--- config.mk ---
export PLATFORM = sky130hd
export DESIGN_NAME = tqvp_nkanderson_wdt_mc_flat
export DESIGN_NICKNAME = d
export VERILOG_FILES = /design/src/rtl/tqvp_wdt_pkg.sv /design/src/rtl/tqvp_nkanderson_wdt_mc_if.sv /design/src/rtl/tqvp_wdt_channel.sv /design/src/rtl/tqvp_nkanderson_wdt_mc.sv /design/src/flat_wrapper.sv
export SDC_FILE = /design/constraint.sdc
export NUM_CORES = 1
export LEC_CHECK = 0
export BUFFER_PORTS_ARGS = -buffer_cell sky130_fd_sc_hd__buf_2
export CORE_ASPECT_RATIO = 1.75
export CORE_UTILIZATION = 35
export DETAILED_ROUTE_END_ITERATION = 10
export PLACE_DENSITY = 0.55
export RECOVER_POWER = 100
export SETUP_SLACK_MARGIN = 0.05
export SLEW_MARGIN = 20
export SYNTH_ARGS = -nofsm -noshare
export SYNTH_HDL_FRONTEND = slang
export SYNTH_SLANG_ARGS = --single-unit
--- constraint.sdc ---
create_clock -name clk -period 6.65 [get_ports clk]
set_input_delay 0.3325 -clock clk [delete_from_list [all_inputs] [get_ports clk]]
set_output_delay 0.3325 -clock clk [all_outputs]
set_load 0.005 [all_outputs]
--- src/rtl/tqvp_wdt_pkg.sv ---
// tqvp_wdt_pkg: shared constants and helpers for the multi-channel watchdog.
// Register map offsets, global addresses, tap magic, write-size extension.
package tqvp_wdt_pkg;

   localparam logic [31:0] TAP_MAGIC   = 32'h0000_ABCD;
   localparam logic [31:0] RD_UNMAPPED = 32'hFFFF_FFFF;

   localparam logic [2:0] OFF_CTRL   = 3'd0;
   localparam logic [2:0] OFF_RELOAD = 3'd1;
   localparam logic [2:0] OFF_WINDOW = 3'd2;
   localparam logic [2:0] OFF_TAP    = 3'd3;
   localparam logic [2:0] OFF_STATUS = 3'd4;
   localparam logic [2:0] OFF_COUNT  = 3'd5;

   localparam logic [5:0] ADDR_PRESCALE   = 6'h20;
   localparam logic [5:0] ADDR_IRQ_STATUS = 6'h21;

   typedef enum logic [1:0] {
      SZ_8    = 2'b00,
      SZ_16   = 2'b01,
      SZ_32   = 2'b10,
      SZ_NONE = 2'b11
   } xfer_sz_e;

   function automatic logic [31:0] wr_extend(
      input logic [1:0]  sz,
      input logic [31:0] d
   );
      logic [31:0] r;
      unique case (xfer_sz_e'(sz))
         SZ_8:    r = {24'b0, d[7:0]};
         SZ_16:   r = {16'b0, d[15:0]};
         default: r = d;
      endcase
      return r;
   endfunction

endpackage

--- src/rtl/tqvp_nkanderson_wdt_mc_if.sv ---
// tqvp_nkanderson_wdt_mc_if: register bus between host and watchdog.
// Combinational read path; writes take effect on the clock edge.
interface tqvp_nkanderson_wdt_mc_if;

   logic [5:0]  address;
   logic [31:0] data_in;
   logic [1:0]  data_write_n;
   logic [1:0]  data_read_n;
   logic [31:0] data_out;
   logic        data_ready;

   modport master (
      output address,
      output data_in,
      output data_write_n,
      output data_read_n,
      input  data_out,
      input  data_ready
   );

   modport slave (
      input  address,
      input  data_in,
      input  data_write_n,
      input  data_read_n,
      output data_out,
      output data_ready
   );

endinterface

--- src/rtl/tqvp_wdt_channel.sv ---
// tqvp_wdt_channel: one watchdog channel (counter, flags, tap, lock).
// The window check exists only when WDT_WINDOW_EN is defined.
module tqvp_wdt_channel #(
   parameter int CNT_W = 32
) (
   input  logic             clk,
   input  logic             rst,
   input  logic             tick,
   input  logic             ctrl_we,
   input  logic             reload_we,
   input  logic             window_we,
   input  logic             tap_we,
   input  logic             tap_ok,
   input  logic [3:0]       ctrl_wdata,
   input  logic [CNT_W-1:0] wdata,
   output logic [3:0]       ctrl,
   output logic [CNT_W-1:0] reload,
   output logic [CNT_W-1:0] window,
   output logic [CNT_W-1:0] count,
   output logic [4:0]       status,
   output logic             pending,
   output logic             irq_en
);

   logic             enabled_q;
   logic             started_q;
   logic             irq_en_q;
   logic             lock_q;
   logic             pend_q;
   logic [CNT_W-1:0] count_q;
   logic [CNT_W-1:0] reload_q;

   logic             start_ok;
   logic             ctrl_ok;
   logic             tap_hit;
   logic             dec;
   logic             win_bad;
   logic             violation;

   // A start with a zero reload value discards the whole CTRL write.
   assign start_ok = ctrl_we && !lock_q && ctrl_wdata[1]
                     && (reload_q != '0);
   assign ctrl_ok  = ctrl_we && !lock_q
                     && !(ctrl_wdata[1] && (reload_q == '0));
   assign tap_hit  = tap_we && tap_ok && started_q && enabled_q;
   assign dec      = tick && enabled_q && started_q && !pend_q
                     && (count_q != '0) && !tap_hit;

   always_ff @(posedge clk or posedge rst) begin
      if (rst) begin
         enabled_q <= 1'b0;
         started_q <= 1'b0;
         irq_en_q  <= 1'b0;
         lock_q    <= 1'b0;
         pend_q    <= 1'b0;
         count_q   <= '0;
         reload_q  <= '0;
      end else begin
         if (dec) begin
            count_q <= count_q - CNT_W'(1);
            if (count_q == CNT_W'(1)) pend_q <= 1'b1;
         end
         if (ctrl_ok) begin
            enabled_q <= ctrl_wdata[0];
            irq_en_q  <= ctrl_wdata[2];
            lock_q    <= ctrl_wdata[3];
         end
         if (start_ok) begin
            count_q   <= reload_q;
            started_q <= 1'b1;
            enabled_q <= 1'b1;
         end
         if (reload_we && !lock_q) reload_q <= wdata;
         if (tap_hit) begin
            if (win_bad) begin
               pend_q <= 1'b1;
            end else begin
               count_q <= reload_q;
               pend_q  <= 1'b0;
            end
         end
      end
   end

`ifdef WDT_WINDOW_EN
   logic [CNT_W-1:0] window_q;

   assign win_bad = (window_q != '0) && (count_q > window_q);
   assign window  = window_q;

   always_ff @(posedge clk or posedge rst) begin
      if (rst) begin
         window_q  <= '0;
         violation <= 1'b0;
      end else begin
         if (window_we && !lock_q) window_q <= wdata;
         if (tap_hit) violation <= win_bad;
      end
   end
`else
   logic unused_win;

   assign win_bad    = 1'b0;
   assign violation  = 1'b0;
   assign window     = '0;
   assign unused_win = window_we;
`endif

   assign ctrl    = {lock_q, irq_en_q, started_q, enabled_q};
   assign reload  = reload_q;
   assign count   = count_q;
   assign pending = pend_q;
   assign irq_en  = irq_en_q;
   assign status  = {violation, (count_q != '0), pend_q,
                     started_q, enabled_q};

endmodule

--- src/rtl/tqvp_nkanderson_wdt_mc.sv ---
// tqvp_nkanderson_wdt_mc: multi-channel watchdog with shared prescaler.
// Define WDT_WINDOW_EN to build the windowed-tap check.
module tqvp_nkanderson_wdt_mc
   import tqvp_wdt_pkg::*;
#(
   parameter int NUM_CH = 2,
   parameter int CNT_W  = 32,
   parameter int PRE_W  = 16
) (
   input  logic                    clk,
   input  logic                    rst,
   input  logic [7:0]              ui_in,
   output logic [7:0]              uo_out,
   tqvp_nkanderson_wdt_mc_if.slave bus,
   output logic                    user_interrupt
);

   logic        wr;
   logic [31:0] wdata;
   logic        tap_ok;
   logic        glb;
   logic [1:0]  ch_sel;
   logic [2:0]  off;

   assign wr     = bus.data_write_n != 2'b11;
   assign wdata  = wr_extend(bus.data_write_n, bus.data_in);
   assign tap_ok = wdata == TAP_MAGIC;
   assign glb    = bus.address[5];
   assign ch_sel = bus.address[4:3];
   assign off    = bus.address[2:0];

   logic [PRE_W-1:0] prescale;
   logic [PRE_W-1:0] pre_cnt;
   logic             tick;

   // A PRESCALE write restarts the phase so the new period applies at once.
   assign tick = pre_cnt >= prescale;

   always_ff @(posedge clk or posedge rst) begin
      if (rst) begin
         prescale <= '0;
         pre_cnt  <= '0;
      end else if (wr && (bus.address == ADDR_PRESCALE)) begin
         prescale <= wdata[PRE_W-1:0];
         pre_cnt  <= '0;
      end else if (tick) begin
         pre_cnt <= '0;
      end else begin
         pre_cnt <= pre_cnt + PRE_W'(1);
      end
   end

   logic [3:0][CNT_W-1:0] reload_a;
   logic [3:0][CNT_W-1:0] window_a;
   logic [3:0][CNT_W-1:0] count_a;
   logic [3:0][3:0]       ctrl_a;
   logic [3:0][4:0]       status_a;
   logic [3:0]            pend_a;
   logic [3:0]            irq_a;

   for (genvar g = 0; g < 4; g++) begin : g_ch
      if (g < NUM_CH) begin : g_on
         logic sel;
         assign sel = wr && !glb && (ch_sel == 2'(g));

         tqvp_wdt_channel #(
            .CNT_W(CNT_W)
         ) u_ch (
            .clk       (clk),
            .rst       (rst),
            .tick      (tick),
            .ctrl_we   (sel && (off == OFF_CTRL)),
            .reload_we (sel && (off == OFF_RELOAD)),
            .window_we (sel && (off == OFF_WINDOW)),
            .tap_we    (sel && (off == OFF_TAP)),
            .tap_ok    (tap_ok),
            .ctrl_wdata(wdata[3:0]),
            .wdata     (wdata[CNT_W-1:0]),
            .ctrl      (ctrl_a[g]),
            .reload    (reload_a[g]),
            .window    (window_a[g]),
            .count     (count_a[g]),
            .status    (status_a[g]),
            .pending   (pend_a[g]),
            .irq_en    (irq_a[g])
         );
      end else begin : g_off
         assign ctrl_a[g]   = '0;
         assign reload_a[g] = '0;
         assign window_a[g] = '0;
         assign count_a[g]  = '0;
         assign status_a[g] = '0;
         assign pend_a[g]   = 1'b0;
         assign irq_a[g]    = 1'b0;
      end
   end

   logic [31:0] rd;

   always_comb begin
      rd = RD_UNMAPPED;
      if (glb) begin
         if (bus.address == ADDR_PRESCALE) begin
            rd = '0;
            rd[PRE_W-1:0] = prescale;
         end else if (bus.address == ADDR_IRQ_STATUS) begin
            rd = {28'b0, pend_a};
         end
      end else if (int'(ch_sel) < NUM_CH) begin
         unique case (off)
            OFF_CTRL:   rd = {28'b0, ctrl_a[ch_sel]};
            OFF_RELOAD: begin
               rd = '0;
               rd[CNT_W-1:0] = reload_a[ch_sel];
            end
`ifdef WDT_WINDOW_EN
            OFF_WINDOW: begin
               rd = '0;
               rd[CNT_W-1:0] = window_a[ch_sel];
            end
`endif
            OFF_STATUS: rd = {27'b0, status_a[ch_sel]};
            OFF_COUNT:  begin
               rd = '0;
               rd[CNT_W-1:0] = count_a[ch_sel];
            end
            default:    rd = RD_UNMAPPED;
         endcase
      end
   end

   logic unused_in;
   assign unused_in = ^{ui_in, window_a};

   assign bus.data_out   = rd;
   assign bus.data_ready = (bus.data_read_n != 2'b11) && !rst;
   assign uo_out         = {4'b0, pend_a};
   assign user_interrupt = |(pend_a & irq_a);

endmodule
--- src/flat_wrapper.sv ---
// flat-port wrapper written by rule: the top's interface ports become plain ports
module tqvp_nkanderson_wdt_mc_flat import tqvp_wdt_pkg::*;
#(
   parameter int NUM_CH = 2,
   parameter int CNT_W  = 32,
   parameter int PRE_W  = 16
)
  (clk, rst, ui_in, uo_out, user_interrupt, bus_address, bus_data_in, bus_data_write_n, bus_data_read_n, bus_data_out, bus_data_ready);
  tqvp_nkanderson_wdt_mc_if bus_i ();
  input  logic clk;
  input  logic rst;
  input  logic [7:0] ui_in;
  output logic [7:0] uo_out;
  output logic user_interrupt;
  input wire logic [$bits(bus_i.address)-1:0] bus_address;
  input wire logic [$bits(bus_i.data_in)-1:0] bus_data_in;
  input wire logic [$bits(bus_i.data_write_n)-1:0] bus_data_write_n;
  input wire logic [$bits(bus_i.data_read_n)-1:0] bus_data_read_n;
  output wire logic [$bits(bus_i.data_out)-1:0] bus_data_out;
  output wire logic [$bits(bus_i.data_ready)-1:0] bus_data_ready;
  assign bus_i.address = bus_address;
  assign bus_i.data_in = bus_data_in;
  assign bus_i.data_write_n = bus_data_write_n;
  assign bus_i.data_read_n = bus_data_read_n;
  assign bus_data_out = bus_i.data_out;
  assign bus_data_ready = bus_i.data_ready;
  tqvp_nkanderson_wdt_mc #(.NUM_CH(NUM_CH), .CNT_W(CNT_W), .PRE_W(PRE_W)) u_core (.clk(clk), .rst(rst), .ui_in(ui_in), .uo_out(uo_out), .bus(bus_i), .user_interrupt(user_interrupt));
endmodule
==> results.sh <==
export IMPL_run_status="finished, violations left"
export IMPL_violations="max-capacitance violations, max-slew violations"
export IMPL_fin_cells=1578
export IMPL_post_cts_resized=0
export IMPL_cp_arrival_ns=4.01
export IMPL_max_cap_viol_count=5
export IMPL_yosys_most_used_dff="dfrtp_1"
export IMPL_drtAntennaViolNets=0
export IMPL_drt_iter0_markers=529
export IMPL_synthTopCellsByArea="dfrtp_1 (42%), o21ai_0 (7.5%), mux2_2 (6.6%)"
export IMPL_portBuffers=79
export IMPL_power_leakage_uw=0.00456
export IMPL_path_max_fanout=8
export IMPL_grt_use_total=0.226
export IMPL_dieHeight_um=228
export IMPL_async_reset_ff_frac=1.00
export IMPL_nFillCells=2960
export IMPL_drc=0
export IMPL_slew_headroom=-0.911
export IMPL_numClockSinks=170
export IMPL_critPathKind="reg -> out"
export IMPL_critPathMaxStageDelay_ns=1.05
export IMPL_yosysWarningCount=0
export IMPL_synth_seq_area_share=0.418
export IMPL_netlist_area_um2=10200
export IMPL_place_inst=1545
export IMPL_root_buffer="clkbuf_16"
export IMPL_num_io_pins=94
export IMPL_max_freq_mhz=230
export IMPL_power_density_nw_per_um2=271
export IMPL_maxSlewViolCount=240
export IMPL_cts_max_level=4
export IMPL_hold_class="in -> reg"
export IMPL_grt_pass1_wl_um=49700
export IMPL_synth_cell_type_count=62
export IMPL_period_needed_ns=4.34
export IMPL_dieArea_um2=29800
export IMPL_holdWs_ns=0.162
export IMPL_grt_max_degree=69
export IMPL_grt_antenna_before_repair=0
export IMPL_cp_cell_sequence="or4_1 > nor4_1 > and4_1 > nand2_4 > o21ai_0 > o21ai_0 > buf_2"
export IMPL_setup_tns_ns=0
export IMPL_worstSetupEndpointType="output port"
export IMPL_ir_drop_mv=0.173
export IMPL_rows=82
export IMPL_clk_latency_ns=0.44
export IMPL_synth_edf_count=0
export IMPL_wl_per_cell_um=20.6
export IMPL_yosys_area_top_type="dfrtp_1"
export IMPL_routed_wl_met2_um=17100
export IMPL_n_antenna_cell=0
export IMPL_wirelength_um=32500
export IMPL_final_nets=1260
export IMPL_dr_wl_met3_um=1020
export IMPL_drtPass1Iterations=5
export IMPL_crit_top_cell="o21ai_0"
export IMPL_avgSynthCellArea_um2=8.86
export IMPL_ys_seq_elements=170
export IMPL_numCtsBuffers=17
export IMPL_cts_tree="done"
export IMPL_holdBufCountCts=1
export IMPL_post_cts_setup_buffers=0
export IMPL_synth_top_area_frac=0.418
export IMPL_die_width_um=131
export IMPL_grt_pass1_vias=8555
export IMPL_fin_crit_sh=0.653
export IMPL_clk_path_buf_depth=2
export IMPL_slowest_stage="nor4_1"
export IMPL_drive_gt1_frac=0.138
export IMPL_avgViaCountPerCell=5.49
export IMPL_top_layer="met4"
export IMPL_core_um2=28600
export IMPL_worstMarginPinSlew_ns=2.85
export IMPL_required_ns=6.32
export IMPL_drt_met1_wl_um=12700
export IMPL_vias=8662
export IMPL_start_util=0.356
export IMPL_setup_viol=0
export IMPL_clock_skew_ns=0.0107
export IMPL_grt_overflow=0
export IMPL_final_hold_viol_count=0
export IMPL_area_delta_synth_final_pct=11.5
export IMPL_hpwl_um=23500
export IMPL_synth_cells=1150
export IMPL_clk_pin_slew_worst_paths_ns=0.07
export IMPL_critPathLaunchType="flop"
export IMPL_grt_setup_unrepaired="false"
export IMPL_place_congestion=0.837
==> Yosys cell counts (all sizes together) (3+ instances only) <==
cell type	number
nor3	32
nand4	20
dfrtp	170
nand2	144
nand4b	7
nand3	24
a21o	7
nor4b	4
nor4	45
a22oi	3
nand2b	5
ha	21
nor2b	4
mux2	60
a211oi	3
buf	24
xnor2	32
mux2i	31
a21oi	83
or3	6
a31oi	4
or2	8
nor2	81
o21ai	162
and2	4
or4	8
and3	7
inv	27
clkbuf	54
xor2	41
==> cell usage in the layout (no fill, tap or decap), types with 21 or more instances in the layout <==
cell,synthesis,layout
xor2_1,41,41
inv_1,27,26
mux2i_1,31,31
xnor2_1,32,32
nor2_1,81,80
ha_1,21,21
a21oi_1,83,83
nor3_1,31,30
o21ai_0,152,157
nand3_1,24,24
dfrtp_1,170,170
mux2_2,60,60
nor4_1,43,44
nand2_1,143,143
buf_2,10,45
clkbuf_1,54,37
==> metrics by stage <==
| stage | util | total power [µW] | setup slack [ns] | cell area, µm² |
|---|---|---|---|---|
| detailed placement | 0.379 | 2060 | 3.03 | 10800 |
| finish | 0.397 | 3080 | 2.31 | 11400 |
| global placement | 0.379 | 2040 | 3.07 | 10800 |
| global route | 0.397 | 3230 | 1.99 | 11400 |
| CTS | 0.401 | 3110 | 2.91 | 11500 |
| floorplan | - | 1810 | 1.71 | 10200 |
==> routing by layer <==
| layer | GRT usage | vias to the layer above |
|---|---|---|
| met5 | 0 | - |
| met1 | 0.254 | 4247 |
| met3 | 0.0307 | 63 |
| met2 | 0.406 | 199 |
| met4 | 0.121 | 0 |
| li1 | - | 4153 |
==> cell type report <==
class,instances,area (µm²),area share
multi-input combinational,880,5480,0.482
sequential,170,4250,0.375
tap,378,473,0.0416
clock buffer,19,443,0.0390
timing repair buffer,91,435,0.0383
clock inverter,13,170,0.0150
inverter,27,103,0.00903
==> where the power goes <==
| group | switching (µW) | leakage, µW | total (µW) | internal [µW] |
|---|---|---|---|---|
| clock | 446 | 0.000290 | 1050 | 604 |
| sequential | 224 | 0.00206 | 1430 | 1200 |
| combinational | 345 | 0.00222 | 602 | 257 |
| total | 1020 | 0.00456 | 3080 | 2060 |
==> sequential cells by signal (all words and copies together) (netlist names) <==
register and count:
u_core.g_ch.g_on.u_ch.count 64, u_core.g_ch.g_on.u_ch.enabled_q 2, u_core.g_ch.g_on.u_ch.irq_en 2, u_core.g_ch.g_on.u_ch.lock_q 2, u_core.g_ch.g_on.u_ch.pending 2, u_core.g_ch.g_on.u_ch.reload 64, u_core.g_ch.g_on.u_ch.started_q 2, u_core.pre_cnt 16
u_core.prescale 16
==> final timing paths <==
| path | slack [ns] | cells past startpoint | start | end |
|---|---|---|---|---|
| setup / recovery | 2.31 | 7 | u_core.g_ch[0].g_on.u_ch.count[4] | bus_data_out[3] |
| setup reg to reg | 2.34 | 9 | u_core.pre_cnt[11] | u_core.g_ch[1].g_on.u_ch.pending |
| hold reg to reg | 0.51 | 1 | u_core.g_ch[1].g_on.u_ch.started_q | u_core.g_ch[1].g_on.u_ch.started_q |
| hold / removal | 0.16 | 3 | bus_data_in[18] | u_core.g_ch[0].g_on.u_ch.reload[18] |
| min in group asynchronous | 1.25 | 3 | rst | u_core.pre_cnt[2] |
| max in group asynchronous | 3.67 | 4 | rst | u_core.g_ch[0].g_on.u_ch.reload[18] |
==> cells by family (layout without fill, tap and decap cells) <==
group / after synthesis / after routing / share of synthesized area
and+or+nand+nor: 408 / 408 / 0.200
other: 1 / 6 / 0.000368
DFF: 170 / 170 / 0.418
buffers and inverters: 105 / 150 / 0.0443
xor gates and xnor gates: 73 / 73 / 0.0628
muxes: 93 / 93 / 0.101
AOI/OAI and AO/OA: 279 / 279 / 0.148
adders and majority gates: 21 / 21 / 0.0258
==> worst max-delay path: cells and delay by family, from the launching register on <==
kind / cells / cell delay, ns
and+or+nand+nor: 4 / 2.54
buffers and inverters: 1 / 0.14
DFF: 1 / 0.45
AOI/OAI and AO/OA: 2 / 0.43
(Power assumes the default switching activity.)
